===== src/rtl/tl_a_fragment_sequencer.sv =====
// rtl/tl_a_fragment_sequencer.sv - splits multi-beat TL-A Gets into single-beat Gets for a narrow manager
module tl_a_fragment_sequencer #(
  parameter int MAX_LG_SIZE = 3,
  parameter int ADDR_W      = 33,
  parameter int SOURCE_W    = 6,
  parameter int MASK_W      = 8
) (
  input  logic                clock,
  input  logic                reset,
  input  logic                io_in_valid,
  output logic                io_in_ready,
  input  logic [2:0]          io_in_bits_opcode,
  input  logic [2:0]          io_in_bits_param,
  input  logic [2:0]          io_in_bits_size,
  input  logic [SOURCE_W-1:0] io_in_bits_source,
  input  logic [ADDR_W-1:0]   io_in_bits_address,
  input  logic [MASK_W-1:0]   io_in_bits_mask,
  output logic                io_out_valid,
  input  logic                io_out_ready,
  output logic [2:0]          io_out_bits_opcode,
  output logic [2:0]          io_out_bits_param,
  output logic [2:0]          io_out_bits_size,
  output logic [SOURCE_W-1:0] io_out_bits_source,
  output logic [ADDR_W-1:0]   io_out_bits_address,
  output logic [MASK_W-1:0]   io_out_bits_mask,
  output logic [4:0]          io_out_frag,
  output logic                io_out_last,
  output logic                io_busy,
  output logic                io_error
);

  typedef enum logic {IDLE, BURST} state_t;

  localparam logic [2:0] MAX_SZ = 3'(MAX_LG_SIZE);
  localparam logic [2:0] OP_GET = 3'd4;

  state_t              state;
  logic [3:0]          idx;
  logic [2:0]          base_opcode;
  logic [2:0]          base_param;
  logic [2:0]          base_size;
  logic [SOURCE_W-1:0] base_source;
  logic [ADDR_W-1:0]   base_address;

  logic                in_split;
  logic                in_fire;
  logic                out_fire;
  logic [4:0]          in_n_m1;
  logic [4:0]          base_n_m1;
  logic [ADDR_W-1:0]   burst_address;

  assign in_split  = (io_in_bits_opcode == OP_GET) && (io_in_bits_size > MAX_SZ);
  // Only meaningful for split requests; the subtraction underflows otherwise.
  assign in_n_m1   = (5'd1 << (io_in_bits_size - MAX_SZ)) - 5'd1;
  assign base_n_m1 = (5'd1 << (base_size - MAX_SZ)) - 5'd1;
  assign burst_address = base_address + (ADDR_W'(idx) << MAX_LG_SIZE);

  assign in_fire  = io_in_valid && io_in_ready;
  assign out_fire = io_out_valid && io_out_ready;

  always_comb begin
    io_in_ready         = 1'b0;
    io_out_valid        = 1'b0;
    io_out_bits_opcode  = io_in_bits_opcode;
    io_out_bits_param   = io_in_bits_param;
    io_out_bits_size    = io_in_bits_size;
    io_out_bits_source  = io_in_bits_source;
    io_out_bits_address = io_in_bits_address;
    io_out_bits_mask    = io_in_bits_mask;
    io_out_frag         = 5'd0;
    if (state == IDLE) begin
      io_in_ready  = reset && io_out_ready;
      io_out_valid = reset && io_in_valid;
      if (in_split) begin
        io_out_bits_size = MAX_SZ;
        io_out_bits_mask = '1;
        io_out_frag      = in_n_m1;
      end
    end else begin
      io_out_valid        = reset;
      io_out_bits_opcode  = base_opcode;
      io_out_bits_param   = base_param;
      io_out_bits_size    = MAX_SZ;
      io_out_bits_source  = base_source;
      io_out_bits_address = burst_address;
      io_out_bits_mask    = '1;
      io_out_frag         = base_n_m1 - {1'b0, idx};
    end
  end

  assign io_out_last = (io_out_frag == 5'd0);
  assign io_busy     = reset && (state == BURST);

  always_ff @(posedge clock) begin
    if (!reset) begin
      state    <= IDLE;
      idx      <= 4'd0;
      io_error <= 1'b0;
    end else begin
      io_error <= in_fire && (io_in_bits_opcode != OP_GET) && (io_in_bits_size > MAX_SZ);
      case (state)
        IDLE: begin
          if (in_fire && in_split) begin
            state <= BURST;
            idx   <= 4'd1;
          end
        end
        BURST: begin
          if (out_fire) begin
            if ({1'b0, idx} == base_n_m1) begin
              state <= IDLE;
              idx   <= 4'd0;
            end else begin
              idx <= idx + 4'd1;
            end
          end
        end
        default: state <= IDLE;
      endcase
    end
  end

  // Request copy is only consumed in BURST, so it needs no reset.
  always_ff @(posedge clock) begin
    if (state == IDLE && in_fire && in_split) begin
      base_opcode  <= io_in_bits_opcode;
      base_param   <= io_in_bits_param;
      base_size    <= io_in_bits_size;
      base_source  <= io_in_bits_source;
      base_address <= io_in_bits_address;
    end
  end

endmodule


===== config.mk =====
export PLATFORM = sky130hd
export DESIGN_NAME = tl_a_fragment_sequencer
export DESIGN_NICKNAME = d
export VERILOG_FILES = /design/src/rtl/tl_a_fragment_sequencer.sv
export SDC_FILE = /design/constraint.sdc
export NUM_CORES = 1
export LEC_CHECK = 0
export CORE_MARGIN = 3
export CORE_UTILIZATION = 44
export CTS_BUF_LIST = sky130_fd_sc_hd__clkbuf_2 sky130_fd_sc_hd__clkbuf_4 sky130_fd_sc_hd__clkbuf_8
export DETAILED_ROUTE_END_ITERATION = 6
export PLACE_DENSITY = 0.78
export SLEW_MARGIN = 20
export SYNTH_ARGS = -nofsm -noshare
export SYNTH_HDL_FRONTEND = slang
export SYNTH_SLANG_ARGS = --single-unit

===== constraint.sdc =====
create_clock -name clock -period 8.9 [get_ports clock]
set_input_delay 2.225 -clock clock [delete_from_list [all_inputs] [get_ports clock]]
set_output_delay 2.225 -clock clock [all_outputs]
set_load 0.01 [all_outputs]

Yosys cells after proc, flatten, opt, wreduce, memory -nomap -nowiden --
Cells that the tools add are included.
Storage, ports and cells: register bits after elaboration 54, bits of input ports 60, output and inout port bits 66, logic and storage cells 57
Operators by class: add/sub/neg operators 7, magnitude comparators 1, eq/ne operators 5, shifts and indexed selects 2, mux-type cells 20, bitwise operators 1, reductions and logical operators 13
Operators by type and width (number):
- 33-bit by 7-bit adder with 33-bit output | 1
- 33-bit 2-to-1 mux | 1
- 8-bit 2-to-1 mux | 2
- 3-bit 2-to-1 mux | 4
- 4-bit 2-to-1 mux | 3
- 1-bit logical AND | 11
- 5-bit 2-to-1 mux | 2
- 1-bit by 3-bit << shifter with 5-bit output (first input constant) | 2
- 5-bit by 1-bit subtractor with 5-bit output (second input constant) | 2
- 4-bit one-hot mux with 2 select lines | 1
- 6-bit 2-to-1 mux | 1
- 3-bit by 2-bit subtractor with 3-bit output (second input constant) | 2
- 4-bit by 5-bit == test with 1-bit output | 1
- 5-bit logical NOT | 1
- 1-bit 2-to-1 mux | 5
- 5-bit by 4-bit subtractor with 5-bit output | 1
- 4-bit by 1-bit adder with 4-bit output (second input constant) | 1
- 2-bit by 1-bit inequality test with 1-bit output (second input constant) | 2
- 3-bit == test (second input constant) | 1
- 3-bit by 2-bit > comparator with 1-bit output (second input constant) | 1
- 3-bit inequality test (second input constant) | 1
- 1-bit one-hot mux with 2 select lines | 1
- 2-bit AND reduction | 1
- 1-bit inverter | 1

Longest topological paths before layout --
depth in word-level cells 7, gate-level depth with buffers 11, depth with buffers taken out 11

Worst setup path after synthesis --
OpenSTA, ideal clock, no wires.
kind in2out, start input port io_in_bits_size[0], end output port io_out_last, arrival 4566 ps, data required time 6675 ps, path slack 2109 ps, stages 9, path buffers 0, cell sequence inv_1 -> nor2_1 -> ha_1 -> or3_1 -> ha_1 -> xnor2_1 -> o31ai_1 -> or3_1 -> a2111oi_0
On the way: word-level cells in the longest chain between the ends 6, elaborated cells on any way between the ends 8, classes of those cells add/sub (2); order compare (1); shift (1); mux (2); reduce/logical (2)
RTL lines:
- from (decl) | line 14 | input logic [2:0] io_in_bits_size,
- 3-bit by 2-bit subtractor with 3-bit output | line 54 | assign in_n_m1 = (5'd1 << (io_in_bits_size - MAX_SZ)) - 5'd1;
- 1-bit by 3-bit << shifter with 5-bit output | line 54
- 5-bit by 1-bit subtractor with 5-bit output | line 54
- 5-bit 2-to-1 mux * | line 74 | if (in_split) begin
- 5-bit 2-to-1 mux * | line 71 | if (state == IDLE) begin
- net io_out_frag[2] | line 26 | output logic [4:0] io_out_frag,
- 5-bit logical NOT * | line 91 | assign io_out_last = (io_out_frag == 5'd0);
- to (decl) | line 27 | output logic io_out_last,
The timed path passes the listed nets; every way through them passes the cells marked *.

Worst setup path after layout --
start input port io_in_bits_size[0], end output port io_out_last
On the way: word-level cells in the longest chain between the ends 6, elaborated cells on any way between the ends 8, classes of those cells add/sub (2); order compare (1); shift (1); mux (2); reduce/logical (2)
RTL lines (line):
- 3-bit by 2-bit subtractor with 3-bit output | 54
- 1-bit by 3-bit << shifter with 5-bit output | 54
- 5-bit by 1-bit subtractor with 5-bit output | 54
- 5-bit 2-to-1 mux * | 74
- 5-bit 2-to-1 mux * | 71
- 5-bit logical NOT * | 91
Mark *: on every way between the ends. The rest lies on a longest branch, timed or not.

==> results.py <==
metrics = {
    "power": {
        "worst_ir_drop_vdd_uv": 79.8,
        "leakage_nw": 1.78,
        "power.density_nw_per_um2": 109,
        "p_total_uw": 552,
    },
    "cts": {
        "numClockSinks": 54,
        "postCtsSetupRepairBufs": 0,
        "cts_resized": 0,
        "cts.htree.levels": 2,
        "tritoncts_clock_tree": "done",
        "clk_latency_ns": 0.29,
        "postCtsHoldBufs": 0,
        "clk_path_buf_depth": 2,
        "cts_made_buffers": 5,
        "clkSlewWorstSetupHoldPaths_ns": 0.09,
        "cts.root.buffer_cell": "sky130_fd_sc_hd__clkbuf_8",
    },
    "sta": {
        "hold-worst-slack_ns": 0.581,
        "postLayoutSetupSlackWorst_ns": 0.971,
        "fmax_mhz": 126,
        "report.final.slew_viol_count": 0,
        "final.setup_skew_ns": 0.00402,
        "final.setup.tns_ns": 0,
        "tightest_slew_ns": 1.05,
        "layout_worst_path_cycle_share_pct": 89.1,
        "finalWorstPathRequiredPeriod_ns": 7.93,
        "report.final.setup_viol": 0,
        "rsz0062_at_grt": "no",
        "timing.final.hold_violations": 0,
        "worst_slew_margin_rel_pct": 29.9,
    },
    "synth": {
        "post_synth_design_cell_area_sq_um": 3630,
        "ys_warn_count": 0,
        "synth_enable_flop_cells": 48,
        "netlist_instances": 364,
        "synth_area_per_cell_sq_um": 9.98,
        "mappedNetlistNets": 440,
        "postSynthRegisterBits": 54,
        "netlist_cell_types": 49,
        "synth_top_flop_cell": "sky130_fd_sc_hd__edfxtp_1",
        "yosysSeqAreaShare_pct": 43.0,
        "asyncSetResetFlopFracSynth_pct": 0,
    },
    "drt": {
        "num_vias": 3135,
        "vias_per_cell": 5.41,
        "firstDrtPassIters": 4,
        "routed_wire_length_per_instance_microns": 16.0,
        "drt_wl_total_microns": 9250,
        "detailedRoute.firstIterationViolations": 115,
        "antenna_violating_nets_post_route": 0,
        "remaining_drc_errors": 0,
    },
    "worst_setup_path": {
        "setup.worst_path.start_class": "input port",
        "end_kind": "primary output",
        "crit_path_max_fanout": 7,
        "worstPathArrival_ns": 5.70,
        "worst-endpoint-required_ns": 6.68,
        "setup.worst_path.class": "input port to primary output",
    },
    "die": {
        "number_of_rows_created_at_floorplan": 32,
        "core_region_area_sq_um": 7890,
        "io_pins": 126,
        "die-height_microns": 96.8,
        "fp.dieArea_sq_um": 9380,
        "initial_utilization_pct": 46.0,
        "die_width_microns": 96.8,
    },
    "layout": {
        "antenna-diode-count": 0,
        "design.final.nets": 553,
        "fin_cells": 580,
        "final_layout_size_suffix_gt1_share_pct": 7.53,
        "multi_input_area_sq_um": 1920,
        "fillerInstances": 651,
        "final_core_density_pct": 64.2,
        "seq_area_sq_um": 1570,
        "most_frequent_standard_cell_in_the_layout_excluding_fill_and_tap_cells": "sky130_fd_sc_hd__clkdlybuf4s50_1",
        "layout.cell_area.non_filler_sq_um": 5060,
        "syn2layout_area_growth_pct": 39.4,
        "mostFrequentLayoutCells": "sky130_fd_sc_hd__clkdlybuf4s50_1 (125), sky130_fd_sc_hd__edfxtp_1 (48), sky130_fd_sc_hd__nor2_1 (33)",
    },
    "hold_path": {
        "hold_path.class": "flop to flop",
    },
    "global_routing": {
        "grt_util_all_layers_pct": 19.4,
        "grt_overflow": 0,
        "grt_antenna_before_repair": 0,
        "number_of_global_route_vias_before_repair": 3185,
        "grt_pass1_wl_microns": 15300,
        "grt_max_degree": 105,
    },
    "placed_design": {
        "placed_cell_area_sq_um": 4940,
        "gp_routability_congestion": 0.767,
        "place.detailed.hpwl_microns": 6960,
        "placed_cells_incl_taps": 572,
        "numPortBuffers": 125,
        "placement.setup.worst_slack_ns": 0.974,
    },
    "run": {
        "max_cap_viol_count": 0,
    },
    "status": {
        "run_status": "completed",
    },
}
worst max-delay path, cell delays in order:
cell	delay (ns)
sky130_fd_sc_hd__clkdlybuf4s50_1	0.60
sky130_fd_sc_hd__inv_1	0.10
sky130_fd_sc_hd__nor2_1	0.17
sky130_fd_sc_hd__ha_1	0.32
sky130_fd_sc_hd__or3_1	0.34
sky130_fd_sc_hd__ha_1	0.26
sky130_fd_sc_hd__xnor2_1	0.18
sky130_fd_sc_hd__o31ai_1	0.09
sky130_fd_sc_hd__or3_1	0.40
sky130_fd_sc_hd__a2111oi_0	0.39
sky130_fd_sc_hd__clkdlybuf4s50_1	0.62
logic make-up (layout without fill, tap and decap cells):
kind of cell	Yosys count	count (layout)	share of synthesized area, %
flip-flops	54	54	43.0
AND/OR/NAND/NOR	131	131	19.1
multiplexers	24	24	7.31
buffers and inverters	40	154	4.27
XOR/XNOR	32	32	7.72
adder cells (fa/ha/maj)	17	17	6.20
AO/OA/AOI/OAI	66	66	12.4
synth_stat cells (2+ instances only):
cell | number | share of area, %
sky130_fd_sc_hd__nand2b_1 | 4 | 0.69
sky130_fd_sc_hd__nand3_1 | 11 | 1.5
sky130_fd_sc_hd__nand3b_1 | 2 | 0.41
sky130_fd_sc_hd__a211oi_1 | 6 | 1.2
sky130_fd_sc_hd__nand4b_1 | 3 | 0.72
sky130_fd_sc_hd__nor3_1 | 5 | 0.69
sky130_fd_sc_hd__mux2i_1 | 4 | 1.1
sky130_fd_sc_hd__xnor2_1 | 30 | 7.2
sky130_fd_sc_hd__dfxtp_1 | 6 | 3.3
sky130_fd_sc_hd__a2111oi_0 | 5 | 1.2
sky130_fd_sc_hd__nand4_1 | 4 | 0.69
sky130_fd_sc_hd__nor4_1 | 7 | 1.2
sky130_fd_sc_hd__inv_1 | 21 | 2.2
sky130_fd_sc_hd__a31oi_1 | 3 | 0.52
sky130_fd_sc_hd__and2_1 | 6 | 1.0
sky130_fd_sc_hd__a21o_1 | 3 | 0.62
sky130_fd_sc_hd__mux2_2 | 20 | 6.2
sky130_fd_sc_hd__ha_1 | 14 | 4.8
sky130_fd_sc_hd__o31ai_1 | 2 | 0.41
sky130_fd_sc_hd__edfxtp_1 | 48 | 40
sky130_fd_sc_hd__o21a_1 | 2 | 0.41
sky130_fd_sc_hd__or3_1 | 14 | 2.4
sky130_fd_sc_hd__xor2_1 | 2 | 0.48
sky130_fd_sc_hd__fa_1 | 2 | 1.1
sky130_fd_sc_hd__nor2_1 | 33 | 3.4
sky130_fd_sc_hd__clkbuf_1 | 13 | 1.3
sky130_fd_sc_hd__a31o_2 | 2 | 0.48
sky130_fd_sc_hd__o21ai_0 | 4 | 0.55
sky130_fd_sc_hd__a21oi_1 | 28 | 3.9
sky130_fd_sc_hd__buf_1 | 4 | 0.41
sky130_fd_sc_hd__nor2b_1 | 4 | 0.69
sky130_fd_sc_hd__or3b_1 | 2 | 0.48
sky130_fd_sc_hd__o221ai_1 | 3 | 0.72
sky130_fd_sc_hd__nor3b_1 | 2 | 0.41
sky130_fd_sc_hd__and3_1 | 8 | 1.4
sky130_fd_sc_hd__nand2_1 | 24 | 2.5
power breakdown:
group          internal, mW  leakage [nW]  switching (mW)  total, mW
Combinational        0.0666          1.24          0.0399      0.106
Sequential            0.277         0.481         0.00317      0.280
Clock                0.0904        0.0593          0.0754      0.166
Total                 0.434          1.78           0.118      0.552
state kept, by name, indices dropped and copies added (netlist names):
name          cells
base_address     33
base_opcode       3
base_param        3
base_size         3
base_source       6
idx               4
io_error          1
state             1
cell type report:
cell class / count / share of cell area [%]
timing repair buffer: 125 / 24.7
tap: 102 / 2.52
clock inverter: 1 / 0.593
multi-input combinational: 270 / 38.0
inverter: 21 / 1.56
clock buffer: 7 / 1.66
sequential: 54 / 30.9
final timing paths:
path	from	end	slack, ns	cells past startpoint
worst max-delay path	io_in_bits_size[0]	io_out_last	0.97	11
worst min register to register	idx[3]	idx[3]	0.58	2
worst min-delay path	idx[3]	idx[3]	0.58	2
worst max register to register	base_size[1]	idx[2]	5.38	10
routing by layer:
metal / GRT usage, % / up-vias / wire length, microns
met2: 35.5 / 81 / 4810
li1: - / 1558 / -
met4: 4.97 / 0 / 131
met3: 2.52 / 13 / 353
met1: 23.9 / 1483 / 3960
met5: 0 / - / 0
Power figures use the tool's default switching activity.
